--- config.mk ---
export PLATFORM = sky130hd
export DESIGN_NAME = ps2_rx_fifo_flat
export DESIGN_NICKNAME = d
export VERILOG_FILES = /design/src/rtl/ps2_rx_fifo_if.sv /design/src/rtl/ps2_rx_fifo.sv /design/src/flat_wrapper.sv
export SDC_FILE = /design/constraint.sdc
export NUM_CORES = 1
export LEC_CHECK = 0
export CAP_MARGIN = 0
export CORE_MARGIN = 10
export CORE_UTILIZATION = 60
export DETAILED_ROUTE_END_ITERATION = 7
export DONT_BUFFER_PORTS = 1
export HOLD_SLACK_MARGIN = 0.05
export PLACE_DENSITY = 0.88
export SYNTH_ARGS = -nofsm -noshare
export SYNTH_HDL_FRONTEND = slang
export SYNTH_SLANG_ARGS = --single-unit
--- constraint.sdc ---
create_clock -name CLK100MHZ -period 3.7 [get_ports CLK100MHZ]
set_clock_uncertainty 0.05 [all_clocks]
set_input_delay 1.11 -clock CLK100MHZ [delete_from_list [all_inputs] [get_ports CLK100MHZ]]
set_output_delay 1.11 -clock CLK100MHZ [all_outputs]
set_load 0.05 [all_outputs]
--- src/rtl/ps2_rx_fifo_if.sv ---
// ps2_rx_fifo_if: CPU-side read port of the PS/2 receive FIFO.
// Ports: rd_en (pop), rd_data {ext,brk,code}, empty/full/count, error pulses.
interface ps2_rx_fifo_if #(
    parameter int DEPTH = 16
) ();
    logic                         rd_en;
    logic [9:0]                   rd_data;
    logic                         empty;
    logic                         full;
    logic [$clog2(DEPTH+1)-1:0]   count;
    logic                         parity_err;
    logic                         frame_err;
    logic                         overflow;

    modport master (
        output rd_en,
        input  rd_data, empty, full, count,
        input  parity_err, frame_err, overflow
    );

    modport slave (
        input  rd_en,
        output rd_data, empty, full, count,
        output parity_err, frame_err, overflow
    );
endinterface

--- src/rtl/ps2_rx_fifo.sv ---
// ps2_rx_fifo: PS/2 keyboard receiver in the CLK100MHZ domain with a FWFT FIFO.
// Ports: CLK100MHZ, areset_n (async low), PS2_CLK/PS2_DATA raw inputs,
// bus (ps2_rx_fifo_if.slave): rd_en, rd_data, empty, full, count,
// parity_err, frame_err, overflow.
// Option: define PS2_SCANCODE_TAG_EN to fold E0/F0 prefixes into {ext,brk}.
module ps2_rx_fifo #(
    parameter int DEPTH       = 16,
    parameter int FILTER_LEN  = 8,
    parameter int TIMEOUT_CYC = 200000
) (
    input  logic              CLK100MHZ,
    input  logic              areset_n,
    input  logic              PS2_CLK,
    input  logic              PS2_DATA,
    ps2_rx_fifo_if.slave      bus
);
    localparam int AW = (DEPTH > 1) ? $clog2(DEPTH) : 1;
    localparam int CW = $clog2(DEPTH + 1);
    localparam int FW = (FILTER_LEN > 1) ? $clog2(FILTER_LEN) : 1;
    localparam int TW = $clog2(TIMEOUT_CYC + 1);

    typedef enum logic [1:0] {IDLE, DATA, PARITY, STOP} state_t;

    // Synchronisers; reset high so no false edge leaves reset.
    logic [1:0] clk_sync;
    logic [1:0] dat_sync;
    logic       clk_s;
    logic       dat_s;

    always_ff @(posedge CLK100MHZ or negedge areset_n) begin
        if (!areset_n) begin
            clk_sync <= 2'b11;
            dat_sync <= 2'b11;
        end else begin
            clk_sync <= {clk_sync[0], PS2_CLK};
            dat_sync <= {dat_sync[0], PS2_DATA};
        end
    end

    assign clk_s = clk_sync[1];
    assign dat_s = dat_sync[1];

    // Glitch filter: clk_f follows clk_s only after FILTER_LEN
    // consecutive differing samples.
    logic          clk_f;
    logic [FW-1:0] flt_cnt;
    logic          flt_flip;
    logic          fall;

    assign flt_flip = (clk_s != clk_f) &&
                      (flt_cnt == FW'(FILTER_LEN - 1));

    always_ff @(posedge CLK100MHZ or negedge areset_n) begin
        if (!areset_n) begin
            clk_f   <= 1'b1;
            flt_cnt <= '0;
            fall    <= 1'b0;
        end else begin
            fall <= flt_flip & clk_f;
            if (clk_s == clk_f) begin
                flt_cnt <= '0;
            end else if (flt_flip) begin
                clk_f   <= clk_s;
                flt_cnt <= '0;
            end else begin
                flt_cnt <= flt_cnt + 1'b1;
            end
        end
    end

    // Frame FSM
    state_t        state;
    state_t        state_nx;
    logic [2:0]    bit_cnt;
    logic [7:0]    shreg;
    logic          par_b;
    logic [TW-1:0] tmo_cnt;
    logic          abort;
    logic          frame_ok;
    logic          perr;
    logic          ferr;

    assign abort = (state != IDLE) && !fall &&
                   (tmo_cnt == TW'(TIMEOUT_CYC - 1));

    always_ff @(posedge CLK100MHZ or negedge areset_n) begin
        if (!areset_n) begin
            state <= IDLE;
        end else begin
            state <= state_nx;
        end
    end

    always_comb begin
        state_nx = state;
        frame_ok = 1'b0;
        perr     = 1'b0;
        ferr     = 1'b0;
        if (abort) begin
            state_nx = IDLE;
            ferr     = 1'b1;
        end else if (fall) begin
            unique case (state)
                IDLE:   if (!dat_s) state_nx = DATA;
                DATA:   if (bit_cnt == 3'd7) state_nx = PARITY;
                PARITY: state_nx = STOP;
                STOP: begin
                    state_nx = IDLE;
                    // A bad stop bit masks a parity error.
                    if (!dat_s)
                        ferr = 1'b1;
                    else if (^{shreg, par_b})
                        frame_ok = 1'b1;
                    else
                        perr = 1'b1;
                end
                default: state_nx = IDLE;
            endcase
        end
    end

    always_ff @(posedge CLK100MHZ or negedge areset_n) begin
        if (!areset_n) begin
            bit_cnt <= '0;
            shreg   <= '0;
            par_b   <= 1'b0;
            tmo_cnt <= '0;
        end else begin
            if (fall || state == IDLE)
                tmo_cnt <= '0;
            else
                tmo_cnt <= tmo_cnt + 1'b1;
            if (fall && !abort) begin
                unique case (state)
                    IDLE:   bit_cnt <= '0;
                    DATA: begin
                        shreg   <= {dat_s, shreg[7:1]};
                        bit_cnt <= bit_cnt + 1'b1;
                    end
                    PARITY: par_b <= dat_s;
                    default: ;
                endcase
            end
        end
    end

    // Prefix folding
    logic       push;
    logic [9:0] push_data;

`ifdef PS2_SCANCODE_TAG_EN
    logic ext;
    logic brk;
    logic is_e0;
    logic is_f0;

    assign is_e0     = (shreg == 8'hE0);
    assign is_f0     = (shreg == 8'hF0);
    assign push      = frame_ok && !is_e0 && !is_f0;
    assign push_data = {ext, brk, shreg};

    always_ff @(posedge CLK100MHZ or negedge areset_n) begin
        if (!areset_n) begin
            ext <= 1'b0;
            brk <= 1'b0;
        end else if (perr || ferr) begin
            ext <= 1'b0;
            brk <= 1'b0;
        end else if (frame_ok) begin
            unique case (1'b1)
                is_e0: ext <= 1'b1;
                is_f0: brk <= 1'b1;
                default: begin
                    ext <= 1'b0;
                    brk <= 1'b0;
                end
            endcase
        end
    end
`else
    assign push      = frame_ok;
    assign push_data = {2'b00, shreg};
`endif

    // FWFT FIFO
    logic [9:0]    mem [DEPTH];
    logic [AW-1:0] wptr;
    logic [AW-1:0] rptr;
    logic [CW-1:0] cnt;
    logic          empty;
    logic          full;
    logic          pop;
    logic          wr;
    logic          ovf_d;

    assign empty = (cnt == '0);
    assign full  = (cnt == CW'(DEPTH));
    assign pop   = bus.rd_en && !empty;
    // When full, a same-cycle pop frees the slot for the push.
    assign wr    = push && (!full || pop);
    assign ovf_d = push && full && !pop;

    always_ff @(posedge CLK100MHZ) begin
        if (wr)
            mem[wptr] <= push_data;
    end

    always_ff @(posedge CLK100MHZ or negedge areset_n) begin
        if (!areset_n) begin
            wptr <= '0;
            rptr <= '0;
            cnt  <= '0;
        end else begin
            if (wr)
                wptr <= wptr + 1'b1;
            if (pop)
                rptr <= rptr + 1'b1;
            unique case ({wr, pop})
                2'b10:   cnt <= cnt + 1'b1;
                2'b01:   cnt <= cnt - 1'b1;
                default: cnt <= cnt;
            endcase
        end
    end

    // Registered error pulses
    logic parity_err_q;
    logic frame_err_q;
    logic overflow_q;

    always_ff @(posedge CLK100MHZ or negedge areset_n) begin
        if (!areset_n) begin
            parity_err_q <= 1'b0;
            frame_err_q  <= 1'b0;
            overflow_q   <= 1'b0;
        end else begin
            parity_err_q <= perr;
            frame_err_q  <= ferr;
            overflow_q   <= ovf_d;
        end
    end

    assign bus.rd_data    = empty ? 10'd0 : mem[rptr];
    assign bus.empty      = empty;
    assign bus.full       = full;
    assign bus.count      = cnt;
    assign bus.parity_err = parity_err_q;
    assign bus.frame_err  = frame_err_q;
    assign bus.overflow   = overflow_q;
endmodule

--- src/flat_wrapper.sv ---
// flat-port wrapper written by rule: the top's interface ports become plain ports
module ps2_rx_fifo_flat 
#(
    parameter int DEPTH       = 16,
    parameter int FILTER_LEN  = 8,
    parameter int TIMEOUT_CYC = 200000
)
  (CLK100MHZ, areset_n, PS2_CLK, PS2_DATA, bus_rd_en, bus_rd_data, bus_empty, bus_full, bus_count, bus_parity_err, bus_frame_err, bus_overflow);
  ps2_rx_fifo_if #(.DEPTH(DEPTH)) bus_i ();
  input  logic CLK100MHZ;
  input  logic areset_n;
  input  logic PS2_CLK;
  input  logic PS2_DATA;
  input wire logic [$bits(bus_i.rd_en)-1:0] bus_rd_en;
  output wire logic [$bits(bus_i.rd_data)-1:0] bus_rd_data;
  output wire logic [$bits(bus_i.empty)-1:0] bus_empty;
  output wire logic [$bits(bus_i.full)-1:0] bus_full;
  output wire logic [$bits(bus_i.count)-1:0] bus_count;
  output wire logic [$bits(bus_i.parity_err)-1:0] bus_parity_err;
  output wire logic [$bits(bus_i.frame_err)-1:0] bus_frame_err;
  output wire logic [$bits(bus_i.overflow)-1:0] bus_overflow;
  assign bus_i.rd_en = bus_rd_en;
  assign bus_rd_data = bus_i.rd_data;
  assign bus_empty = bus_i.empty;
  assign bus_full = bus_i.full;
  assign bus_count = bus_i.count;
  assign bus_parity_err = bus_i.parity_err;
  assign bus_frame_err = bus_i.frame_err;
  assign bus_overflow = bus_i.overflow;
  ps2_rx_fifo #(.DEPTH(DEPTH), .FILTER_LEN(FILTER_LEN), .TIMEOUT_CYC(TIMEOUT_CYC)) u_core (.CLK100MHZ(CLK100MHZ), .areset_n(areset_n), .PS2_CLK(PS2_CLK), .PS2_DATA(PS2_DATA), .bus(bus_i));
endmodule
After elaboration in Yosys (flattened, before gate mapping)
Memory sizes are Yosys's and may differ from the RTL's. Index checks and enable logic that the tools add are counted.

Add/sub/neg operators: 7. Equal/unequal tests: 13. Mux-type cells: 27. Bitwise logic cells: 2. Reductions and logical operators: 27.

Operators by type and width (count): 18-bit by 1-bit adder with 18-bit output, second input constant (1); 18-bit equality test, second input constant (1); 18-bit 2-to-1 mux (1); 1-bit 2-to-1 mux (16); 10-bit 2-to-1 mux (1); 5-bit case mux with 2 select lines (1); 9-bit XOR reduction (1); 4-bit by 1-bit adder with 4-bit output, second input constant (2); 1-bit logical AND (8); 2-bit 2-to-1 mux (4); 2-bit case mux with 4 select lines (1); 2-bit AND reduction (4); 2-bit nonzero test (4); 3-bit by 1-bit adder with 3-bit output, second input constant (2); 2-bit equality test, second input constant (3); 3-bit equality test, second input constant (2); 3-bit 2-to-1 mux (2); 3-bit case mux with 2 select lines (1); 5-bit by 1-bit adder with 5-bit output, second input constant (1); 5-bit equality test, second input constant (1); 1-bit logical NOT (5); 5-bit logical NOT (1); 5-bit by 1-bit subtractor with 5-bit output, second input constant (1); 2-bit by 1-bit equality test with 1-bit output, second input constant (2); 9 further kinds (10).

Register bits: 57. Bits in writable memories: 128. Output and inout bits: 20. Logic and storage cells: 93. Memories: 1.

Memories: u_core.mem (words 16, bits a word 8, rd ports 1, clocked after Yosys merged registers in 0, write ports 1, RTL line ps2_rx_fifo.sv:186) `logic [9:0] mem [DEPTH];`.

Logic depth before layout (Yosys ltp)
Gate-level depths: netlist of run 1.

Depth after elaboration: 9. Gate-level depth with buffers: 12. Gate-level depth less buffers: 12.

Least setup slack after synthesis of run 1
OpenSTA, ideal clock, no wires.

Path type: register -> register. From: reg u_core.cnt[1], in the netlist u_core.bus.count[1]. To: reg u_core.cnt[4], in the netlist u_core.bus.count[4]. Setup time: 104 ps. Arrival time: 3636 ps. Path slack: -90 ps. Stages on the path, launching flop included: 11. Period minus slack after synthesis: 3790 ps. Cells stage by stage: dfrtp_1 or4_1 nor2_1 nor2b_1 and2_1 ha_1 nor2b_1 o21ai_0 and2_1 nand3_1 a221oi_1.

Longest elaborated chain between the ends: 7. Elaborated cells on any way between the ends: 13. Those cells by class: 2 x add/sub; 3 x eq/ne; 1 x mux; 7 x reduce/logical.

RTL lines: from (decl) (RTL line ps2_rx_fifo.sv:189) `logic [CW-1:0] cnt;`; from (signal assigned) (RTL line ps2_rx_fifo.sv:219) `2'b10: cnt <= cnt + 1'b1;`; from (signal assigned) (RTL line ps2_rx_fifo.sv:220) `2'b01: cnt <= cnt - 1'b1;`; from (signal assigned) (RTL line ps2_rx_fifo.sv:221) `default: cnt <= cnt;`; 5-bit logical NOT * (RTL line ps2_rx_fifo.sv:196) `assign empty = (cnt == '0);`; named net bus_empty (RTL line flat_wrapper.sv:16) `output wire logic [$bits(bus_i.empty)-1:0] bus_empty;`; 1-bit logical NOT * (RTL line ps2_rx_fifo.sv:198) `assign pop = bus.rd_en && !empty;`; 1-bit logical AND * (RTL line ps2_rx_fifo.sv:198); 1-bit logical OR (RTL line ps2_rx_fifo.sv:200) `assign wr = push && (!full || pop);`; 1-bit logical AND (RTL line ps2_rx_fifo.sv:200); 2-bit by 1-bit equality test with 1-bit output or 2-bit equality test (tied branches) (RTL line ps2_rx_fifo.sv:218) `unique case ({wr, pop})`; 5-bit case mux with 2 select lines or 2-bit nonzero test (tied branches).

Mark *: on every way through the listed nets, which the timed path passes. The rest lies on a longest branch. A chain may end at the register's enable or synchronous reset.

Final worst setup path of run 1
From: reg u_core.rptr[0]. To: out bus_rd_data[7].

Longest elaborated chain between the ends: 2.

RTL lines: from (decl) (RTL line ps2_rx_fifo.sv:188) `logic [AW-1:0] rptr;`; from (signal assigned) (RTL line ps2_rx_fifo.sv:217) `rptr <= rptr + 1'b1;`; memory read 16 x 8 bit; 10-bit 2-to-1 mux (RTL line ps2_rx_fifo.sv:243) `assign bus.rd_data = empty ? 10'd0 : mem[rptr];`; to (decl) (RTL line flat_wrapper.sv:15) `output wire logic [$bits(bus_i.rd_data)-1:0] bus_rd_data;`.

Every way passes these cells.

==> flow_summary.yaml, run 1 <==
clock_network:
  cts.clk_slew.worst_paths_ns: 0.07
  worst_skew_pair_latency_ns: 0.43
  clock_path_buffers: 2
  cts-root-buf: "clkbuf_16"
  cts_sinks: 185
  cts_tree: "done"
  post_cts_resize_count: 0
  numCtsBuffers: 17
  holdBufCountCts: 0
  post-cts-setup-buffer-count: 0
  cts_max_level: 4
timing:
  grt_setup_unrepaired: "no"
  final.min_clock_period_ns: 3.631
  final-setup-viol-count: 0
  share_of_the_clock_period_used_by_the_worst_path: 0.9814
  achievable-frequency_ghz: 0.2754
  tightest_slew_ns: 0.7442
  finalSetupTns_ns: 0
  slew_headroom: 0.4993
  slew_violations: 0
  final_hold_viol_count: 0
run_status:
  status: "complete, no violations"
die:
  pin_count: 25
  floorplan.die_area_um2: 18020
  start_util: 0.6157
  die-height_um: 134.3
  die_x_um: 134.3
  coreArea_um2: 12720
  row_count: 41
power_and_ir_drop:
  ir_worst_vdd_uv: 351.0
  power_density_nw_per_um2: 584.8
  power_switching_mw: 1.412
  internal_power_mw: 3.694
  switching_share: 0.2766
  clock_power_share: 0.346
  power.share.combinational: 0.175
  power_mw: 5.107
  power.static_leakage_nw: 3.246
  seq_power_share: 0.479
worst_hold_path:
  hold_path_class: "reg -> reg"
synthesis:
  xor_xnor_fraction_of_synth_area: 0.04249
  synthAdderAreaFrac: 0.03131
  part_of_the_yosys_area_used_for_sequential_elements: 0.6736
  number_of_instances_in_the_synthesized_netlist: 458
  synth_ff_type: "edfxtp_1"
  synthesis.area_per_instance_um2: 17.10
  share_of_the_synthesized_area_in_compound_gates_ao_oa_aoi_oai: 0.01613
  edff_count_synth: 128
  synth_warnings: 0
  synth-simple-area-share: 0.07780
  synth_seq_cells: 185
  synth_top_family_by_area: "multiplexers"
  synth_area_um2: 7833
  synthMuxAreaShare: 0.1422
  asyncSetResetFlopFracSynth: 0.3081
  yosysUniqueCellTypes: 47
drt:
  drc: 0
  wire_per_inst_um: 24.05
  drt_pre_antenna_iters: 5
  drt-total-wl_um: 15990
  dr_total_vias: 3984
  drt.antenna.violating_nets: 0
  vias_per_cell: 5.991
  detailedRoute.firstIterationViolations: 383
placed_design:
  placement.io_buffers: 0
  gpl.final_weighted_congestion: 0.7906
  post-dp-hpwl_um: 9338
global_routing:
  antenna_violations_before_repair: 0
  overflow: 0
  first_global_vias: 4207
  first_pass_grt_wire_length_um: 24430
  maximum_number_of_pins_on_one_net_before_global_route_repair: 58
  global_route_usage_over_all_layers: 0.1807
setup_path:
  r2r_slack_ns: 0.38
  crit_path_category: "reg -> out"
  critical_path_peak_fanout: 17
  start_kind: "flip-flop"
  cp-end-kind: "output port"
  critical_path_arrival_ns: 2.47
  worstPathRequired_ns: 2.54
finish:
  syn2layout_area_growth_pct: 11.49
  most-common-layout-cells: "edfxtp_1 (128), dfrtp_1 (51), mux4_2 (40), nor2_1 (26), xnor2_1 (19)"
  nets: 504
  antenna_cells: 0
  final_layout_size_suffix_gt1_frac: 0.2292
  layout.cells.most_common: "edfxtp_1"
run:
  drv_cap: 0
## critical path, stage by stage (launching register included)
cell	delay [ns]
dfrtp_2	0.43
clkbuf_16	0.24
mux4_2	0.55
mux4_2	0.47
nor2b_1	0.15
buf_4	0.20
## flip-flops by register name, indices dropped and copies added, names as in the netlist, 2 cells and up
name and flops:
u_core.bit_cnt 3, u_core.bus.count 5, u_core.clk_sync 2, u_core.dat_sync 2, u_core.flt_cnt 3, u_core.mem 128, u_core.rptr 4, u_core.shreg 8
u_core.state 2, u_core.tmo_cnt 18, u_core.wptr 4
## metal layers
layer  share of wire  up-vias  track usage
met1            0.39     2050       0.2147
met2            0.53      130       0.3118
met4           0.023        0      0.07437
met5               0        -            0
met3           0.054       23      0.03958
li1                -     1781            -
## worst paths after layout
path                                    startpoint                  end  cells after the start
worst max-delay path                u_core.rptr[0]       bus_rd_data[7]                      5
worst min register to register  u_core.clk_sync[0]   u_core.clk_sync[1]                      0
worst min-delay path            u_core.clk_sync[0]   u_core.clk_sync[1]                      0
worst max register to register     u_core.shreg[7]  u_core.bus.count[4]                     11
min in group asynchronous                 areset_n    u_core.tmo_cnt[7]                      0
max in group asynchronous                 areset_n   u_core.dat_sync[0]                      0
## Yosys cell counts, drive strengths merged, types with 2 or more instances
master	instances	area, um2
clkbuf	9	33.78
nand4	4	25.02
ha	18	225.2
xor2	11	96.34
mux2i	4	40.04
nor2b	12	75.07
xnor2	19	166.4
or2	2	12.51
o21ai	6	30.02
xnor3	2	46.29
a211oi	2	15.01
nand3	11	55.05
and4	5	43.79
a32o	3	30.03
nand2	17	63.81
nor4	4	25.02
mux4	40	900.9
nor2	27	101.4
and3	3	18.77
mux2	14	172.7
dfstp	5	131.4
inv	13	48.80
dfrtp	52	1301
buf	8	42.54
edfxtp	128	3844
nor3	5	25.02
and2	17	106.4
nor3b	3	22.52
## power by group through the flow
stage	logic, mW	clock network [mW]	registers, mW
after floorplan	0.679	0	2.46
after global placement	0.846	0	2.47
after detailed placement	0.875	0	2.48
after CTS	0.871	1.78	2.44
after global routing	0.967	1.87	2.46
final	0.895	1.77	2.44
## logic make-up after synthesis
| family | after synthesis |
|---|---|
| muxes | 58 |
| other | 1 |
| buffers and inverters | 30 |
| adders and majority gates | 19 |
| DFF | 185 |
| and+or+nand+nor | 114 |
| xor gates and xnor gates | 33 |
| AOI/OAI and AO/OA | 18 |
## metrics by stage
step / instances / area, um2 / hold slack, ns / setup WS [ns] / util
2_1_floorplan: 459 / 7839 / 0.2952 / 0.2753 / -
3_3_place_gp: 632 / 8127 / 0.2960 / 0.5298 / 0.6388
3_5_place_dp: 632 / 8127 / 0.2970 / 0.4361 / 0.6388
4_1_cts: 664 / 8703 / 0.3044 / 0.01429 / 0.6841
5_1_grt: 665 / 8732 / 0.2986 / 0.01002 / 0.6864
6_report: 665 / 8732 / 0.3052 / 0.06889 / 0.6864
## cell type report
| cell class | instances | area [um2] |
|---|---|---|
| Tap cell | 172 | 215.2 |
| Inverter | 13 | 48.80 |
| Multi-Input combinational cell | 244 | 2437 |
| Fill cell | 817 | 3990 |
| Clock inverter | 14 | 147.6 |
| Timing Repair Buffer | 19 | 176.4 |
| Sequential cell | 185 | 5278 |
| Clock buffer | 18 | 429.2 |
Power figures use the tool's default switching activity.
==> inputs of run 2 (changes only) <==
- ABC_CLOCK_PERIOD_IN_PS: unset -> 3800
- clock period: 3.7 -> 3.8 ns (I/O delays scaled with it)
==> run 2 against run 1 <==
Against the previous run: combinational power is 11% lower; non-clock buffer count decreased by 5; die area did not move; register-to-register slack improved by 0.08 ns; hold slack about the same; final cell count fell by 0.75%; critical path depth stayed put; largest cell class unchanged.
==> flow_summary.yaml, run 2 (same netlist as run 1, synthesis figures left out) <==
finish:
  syn2layout_area_growth_pct: 11.21
  regMostFlops: "u_core.mem"
  layout.cell_area.non_filler_um2: 8711
  nets: 499
  layout.cells.most_common: "edfxtp_1"
  largestRegisters: "u_core.mem (128), u_core.tmo_cnt (18), u_core.shreg (8)"
  antenna_cells: 0
  final_layout_size_suffix_gt1_frac: 0.2213
  number_of_flip_flops_in_the_largest_register: 128
  most-common-layout-cells: "edfxtp_1 (128), dfrtp_1 (51), mux4_2 (40), nor2_1 (26), xnor2_1 (19)"
  post-route-util: 0.6847
clock_network:
  cts-root-buf: "clkbuf_16"
  post-cts-setup-buffer-count: 0
  cts_sinks: 185
  clock_path_buffers: 2
  cts_tree: "done"
  cts.clk_slew.worst_paths_ns: 0.06
  worst_skew_pair_latency_ns: 0.43
  numCtsBuffers: 17
  cts_max_level: 4
setup_path:
  worstPathRequired_ns: 2.61
  crit_path_cell_trace: "buf_6, mux4_2, mux4_2, nor2b_1, buf_4"
  crit_path_category: "reg -> out"
  cp-end-kind: "output port"
  start_kind: "flip-flop"
  critical_path.startpoint: "u_core.rptr[0]"
  critical_path_arrival_ns: 2.50
  crit_path_max_incr_delay_ns: 0.60
  worst_r2r_startpoint: "u_core.shreg[1]"
  worstRegToRegCells: 11
  critical_path_peak_fanout: 17
  path_depth: 5
  rr_endpoint: "u_core.bus.count[4]"
  worst-path-buf-inv: 2
  r2r_slack_ns: 0.46
  worstSetupEndpoint: "bus_rd_data[0]"
  crit_top_cell: "mux4_2"
  cp_top_family: "multiplexers"
  slowest_cell_on_the_critical_path: "mux4_2"
timing:
  grt_setup_unrepaired: "no"
  achievable-frequency_ghz: 0.2709
  slew_violations: 0
  final-setup-viol-count: 0
  tightest_slew_ns: 0.6777
  final.min_clock_period_ns: 3.691
  final_hold_viol_count: 0
  slew_headroom: 0.5482
  finalSetupTns_ns: 0
  post-route-worst-setup-slack_ns: 0.1089
  share_of_the_clock_period_used_by_the_worst_path: 0.9713
die:
  die-height_um: 134.3
  start_util: 0.6157
  coreArea_um2: 12720
  row_count: 41
  die_x_um: 134.3
  pin_count: 25
  floorplan.die_area_um2: 18020
global_routing:
  first_global_vias: 4235
  maximum_number_of_pins_on_one_net_before_global_route_repair: 58
  first_pass_grt_wire_length_um: 24570
  overflow: 0
  antenna_violations_before_repair: 0
  global_route_usage_over_all_layers: 0.1806
power_and_ir_drop:
  switching_share: 0.2653
  power.static_leakage_nw: 3.237
  clock_power_share: 0.360
  internal_power_mw: 3.686
  power_switching_mw: 1.331
  power_density_nw_per_um2: 575.9
  power.share.combinational: 0.159
  ir_worst_vdd_uv: 364.2
  seq_power_share: 0.482
placed_design:
  placement.io_buffers: 0
  gpl.final_weighted_congestion: 0.8116
  post-dp-hpwl_um: 9417
  dpl_worst_slack_ns: 0.4653
  placedInstanceArea_um2: 8097
worst_hold_path:
  hold_path_class: "reg -> reg"
drt:
  drt.antenna.violating_nets: 0
  drc: 0
  drt_pre_antenna_iters: 5
  dr_total_vias: 4024
  drt-total-wl_um: 15330
  vias_per_cell: 6.097
  detailedRoute.firstIterationViolations: 424
  wire_per_inst_um: 23.22
run:
  drv_cap: 0
run_status:
  status: "complete, no violations"
==> run 2: changes by cell type in the layout (fill, tap and decap cells not counted), sizes merged <==
cell,previous run,this run
buf,18,14
bufinv,2,4
clkbuf,19,18
clkinv,5,6
clkinvlp,4,3
inv,16,14
==> run 2: per-stage QoR <==
| step | hold slack [ns] | power [mW] | std cells |
|---|---|---|---|
| 6_report | 0.3047 | 5.017 | 660 |
| 5_1_grt | 0.3040 | 5.212 | 660 |
| 4_1_cts | 0.3063 | 5.036 | 660 |
| 3_5_place_dp | 0.2988 | 3.255 | 628 |
| 3_3_place_gp | 0.2957 | 3.214 | 628 |
| 2_1_floorplan | 0.2952 | 3.054 | 459 |
==> run 2: layout make-up <==
class / count / area, um2
well taps: 172 / 215.2
fillers: 802 / 4011
inverters: 13 / 48.80
clock inverters: 14 / 177.7
clock buffers: 18 / 429.2
flip-flops and latches: 185 / 5278
multi-input cells: 244 / 2437
repair buffers: 14 / 125.1
==> run 2: worst min path at each step <==
stage | start | to | slack (ns) | depth (start not counted)
finish | u_core.clk_sync[0] | u_core.clk_sync[1] | 0.30 | 0
detailed placement | u_core.clk_sync[0] | u_core.clk_sync[1] | 0.30 | 0
global placement | u_core.clk_sync[0] | u_core.clk_sync[1] | 0.30 | 0
global route | u_core.clk_sync[0] | u_core.clk_sync[1] | 0.30 | 0
floorplan | u_core.clk_sync[0] | u_core.clk_sync[1] | 0.30 | 0
CTS | u_core.clk_sync[0] | u_core.clk_sync[1] | 0.31 | 0
==> run 2: power by group through the flow <==
stage	clock (mW)	combinational (mW)	sequential [mW]
finish	1.81	0.796	2.42
global route	1.91	0.866	2.43
CTS	1.82	0.800	2.42
detailed placement	0	0.801	2.45
global placement	0	0.765	2.45
floorplan	0	0.661	2.39
==> run 2: metal layers <==
layer	vias to the layer above	global-route usage	wire, um
met5	-	0	0
met2	159	0.3000	7967
met4	0	0.08464	509
met3	41	0.04294	839
met1	2051	0.2187	6010
li1	1773	-	-
==> run 2: repair_timing <==
item | CTS | global route
setup endpoints to repair | 0 | 8
hold buffers | 0 | 0
gates resized for setup | 0 | 2
==> inputs of run 3 (changes only) <==
- MAX_ROUTING_LAYER: unset -> met4
==> run 3 against run 2 <==
Against the previous run: combinational power is essentially flat; count of clock-buffer cells in the layout unchanged; maximum frequency fell by 0.32%.
==> flow_summary.yaml, run 3 (same netlist as run 1, synthesis figures left out) <==
finish:
  layout.cells.most_common: "edfxtp_1"
  nets: 499
  regMostFlops: "u_core.mem"
  post-route-util: 0.6847
  final_layout_size_suffix_gt1_frac: 0.2213
  fillers: 802
  largestRegisters: "u_core.mem (128), u_core.tmo_cnt (18), u_core.shreg (8)"
  most-common-layout-cells: "edfxtp_1 (128), dfrtp_1 (51), mux4_2 (40), nor2_1 (26), xnor2_1 (19)"
  syn2layout_area_growth_pct: 11.21
  antenna_cells: 0
  number_of_flip_flops_in_the_largest_register: 128
timing:
  final-setup-viol-count: 0
  final.min_clock_period_ns: 3.703
  final_hold_viol_count: 0
  grt_setup_unrepaired: "no"
  slew_headroom: 0.5406
  tightest_slew_ns: 0.6892
  slew_violations: 0
  achievable-frequency_ghz: 0.2700
  share_of_the_clock_period_used_by_the_worst_path: 0.9745
  finalSetupTns_ns: 0
drt:
  detailedRoute.firstIterationViolations: 411
  wire_per_inst_um: 23.12
  vias_per_cell: 6.114
  drt-total-wl_um: 15260
  dr_total_vias: 4035
  drt.antenna.violating_nets: 0
  drt_pre_antenna_iters: 5
  drc: 0
die:
  coreArea_um2: 12720
  die-height_um: 134.3
  die_x_um: 134.3
  start_util: 0.6157
  floorplan.die_area_um2: 18020
  pin_count: 25
  row_count: 41
setup_path:
  critical_path_peak_fanout: 17
  crit_path_category: "reg -> out"
  worstPathRequired_ns: 2.61
  worstSetupEndpoint: "bus_rd_data[0]"
  r2r_slack_ns: 0.47
  critical_path_arrival_ns: 2.51
  critical_path.startpoint: "u_core.rptr[0]"
  start_kind: "flip-flop"
  worstRegToRegCells: 11
  rr_endpoint: "u_core.bus.count[4]"
  worst_r2r_startpoint: "u_core.shreg[1]"
  cp-end-kind: "output port"
power_and_ir_drop:
  power_density_nw_per_um2: 576.2
  power.static_leakage_nw: 3.237
  ir_worst_vdd_uv: 362.6
clock_network:
  cts.clk_slew.worst_paths_ns: 0.06
  numCtsBuffers: 17
  worst_skew_pair_latency_ns: 0.43
  cts-root-buf: "clkbuf_16"
  cts_max_level: 4
  clock_path_buffers: 2
  cts_tree: "done"
  holdBufCountCts: 0
  cts_sinks: 185
placed_design:
  post-dp-hpwl_um: 9417
  placement.io_buffers: 0
  gpl.final_weighted_congestion: 0.8235
global_routing:
  maximum_number_of_pins_on_one_net_before_global_route_repair: 58
  first_pass_grt_wire_length_um: 24570
  antenna_violations_before_repair: 0
  first_global_vias: 4224
  overflow: 0
  global_route_usage_over_all_layers: 0.1859
run_status:
  status: "complete, no violations"
run:
  drv_cap: 0
worst_hold_path:
  hold_path_class: "reg -> reg"
## run 3: cell counts in the layout (fill, tap and decap cells not counted)
Identical to the previous run, type by type.
## run 3: metrics by stage
stage	setup slack (ns)	cells	hold WS, ns	cell area, um2	total power, mW
after floorplan	0.3701	459	0.2952	7839	3.054
after global placement	0.5628	628	0.2957	8097	3.214
after detailed placement	0.4653	628	0.2988	8097	3.255
after CTS	0.003324	660	0.3063	8703	5.036
after global routing	0.01925	660	0.3041	8711	5.215
final	0.09693	660	0.3048	8711	5.020
## run 3: timing repair
| item | CTS | global route |
|---|---|---|
| gates resized for setup | 0 | 2 |
| setup buffers | 0 | 0 |
| endpoints found under the setup margin | 0 | 8 |
| endpoints found under the hold margin | 0 | 0 |
## run 3: worst max-delay path: stages, from the launching register on
cell and delay [ns]:
dfrtp_2 0.38, buf_6 0.26, mux4_2 0.60, mux4_2 0.47, nor2b_1 0.16, buf_4 0.20
## run 3: power by group
part           internal, mW  total, mW  leakage (nW)  switching [mW]
sequential             2.21       2.42          2.00           0.206
clock                  1.09       1.81         0.293           0.718
combinational         0.386      0.796         0.942           0.409
## run 3: area by class of cell
class	instances	area [um2]	area share
Clock inverter	14	177.7	0.02040
Clock buffer	18	429.2	0.04927
Multi-Input combinational cell	244	2437	0.2798
Inverter	13	48.80	0.005602
Sequential cell	185	5278	0.6059
Timing Repair Buffer	14	125.1	0.01436
Tap cell	172	215.2	0.02471
## run 3: metal layers
layer,up-vias,global-route usage,routed length [um]
met5,-,-,0
met4,0,0.07557,460
met3,40,0.04854,879
met2,159,0.2995,7954
met1,2064,0.2194,5963
li1,1772,-,-
## run 3: worst min path at each step
stage                        from                 end  slack [ns]  cells after the start
2_1_floorplan  u_core.clk_sync[0]  u_core.clk_sync[1]        0.30                      0
3_3_place_gp   u_core.clk_sync[0]  u_core.clk_sync[1]        0.30                      0
3_5_place_dp   u_core.clk_sync[0]  u_core.clk_sync[1]        0.30                      0
4_1_cts        u_core.clk_sync[0]  u_core.clk_sync[1]        0.31                      0
5_1_grt        u_core.clk_sync[0]  u_core.clk_sync[1]        0.30                      0
6_report       u_core.clk_sync[0]  u_core.clk_sync[1]        0.30                      0
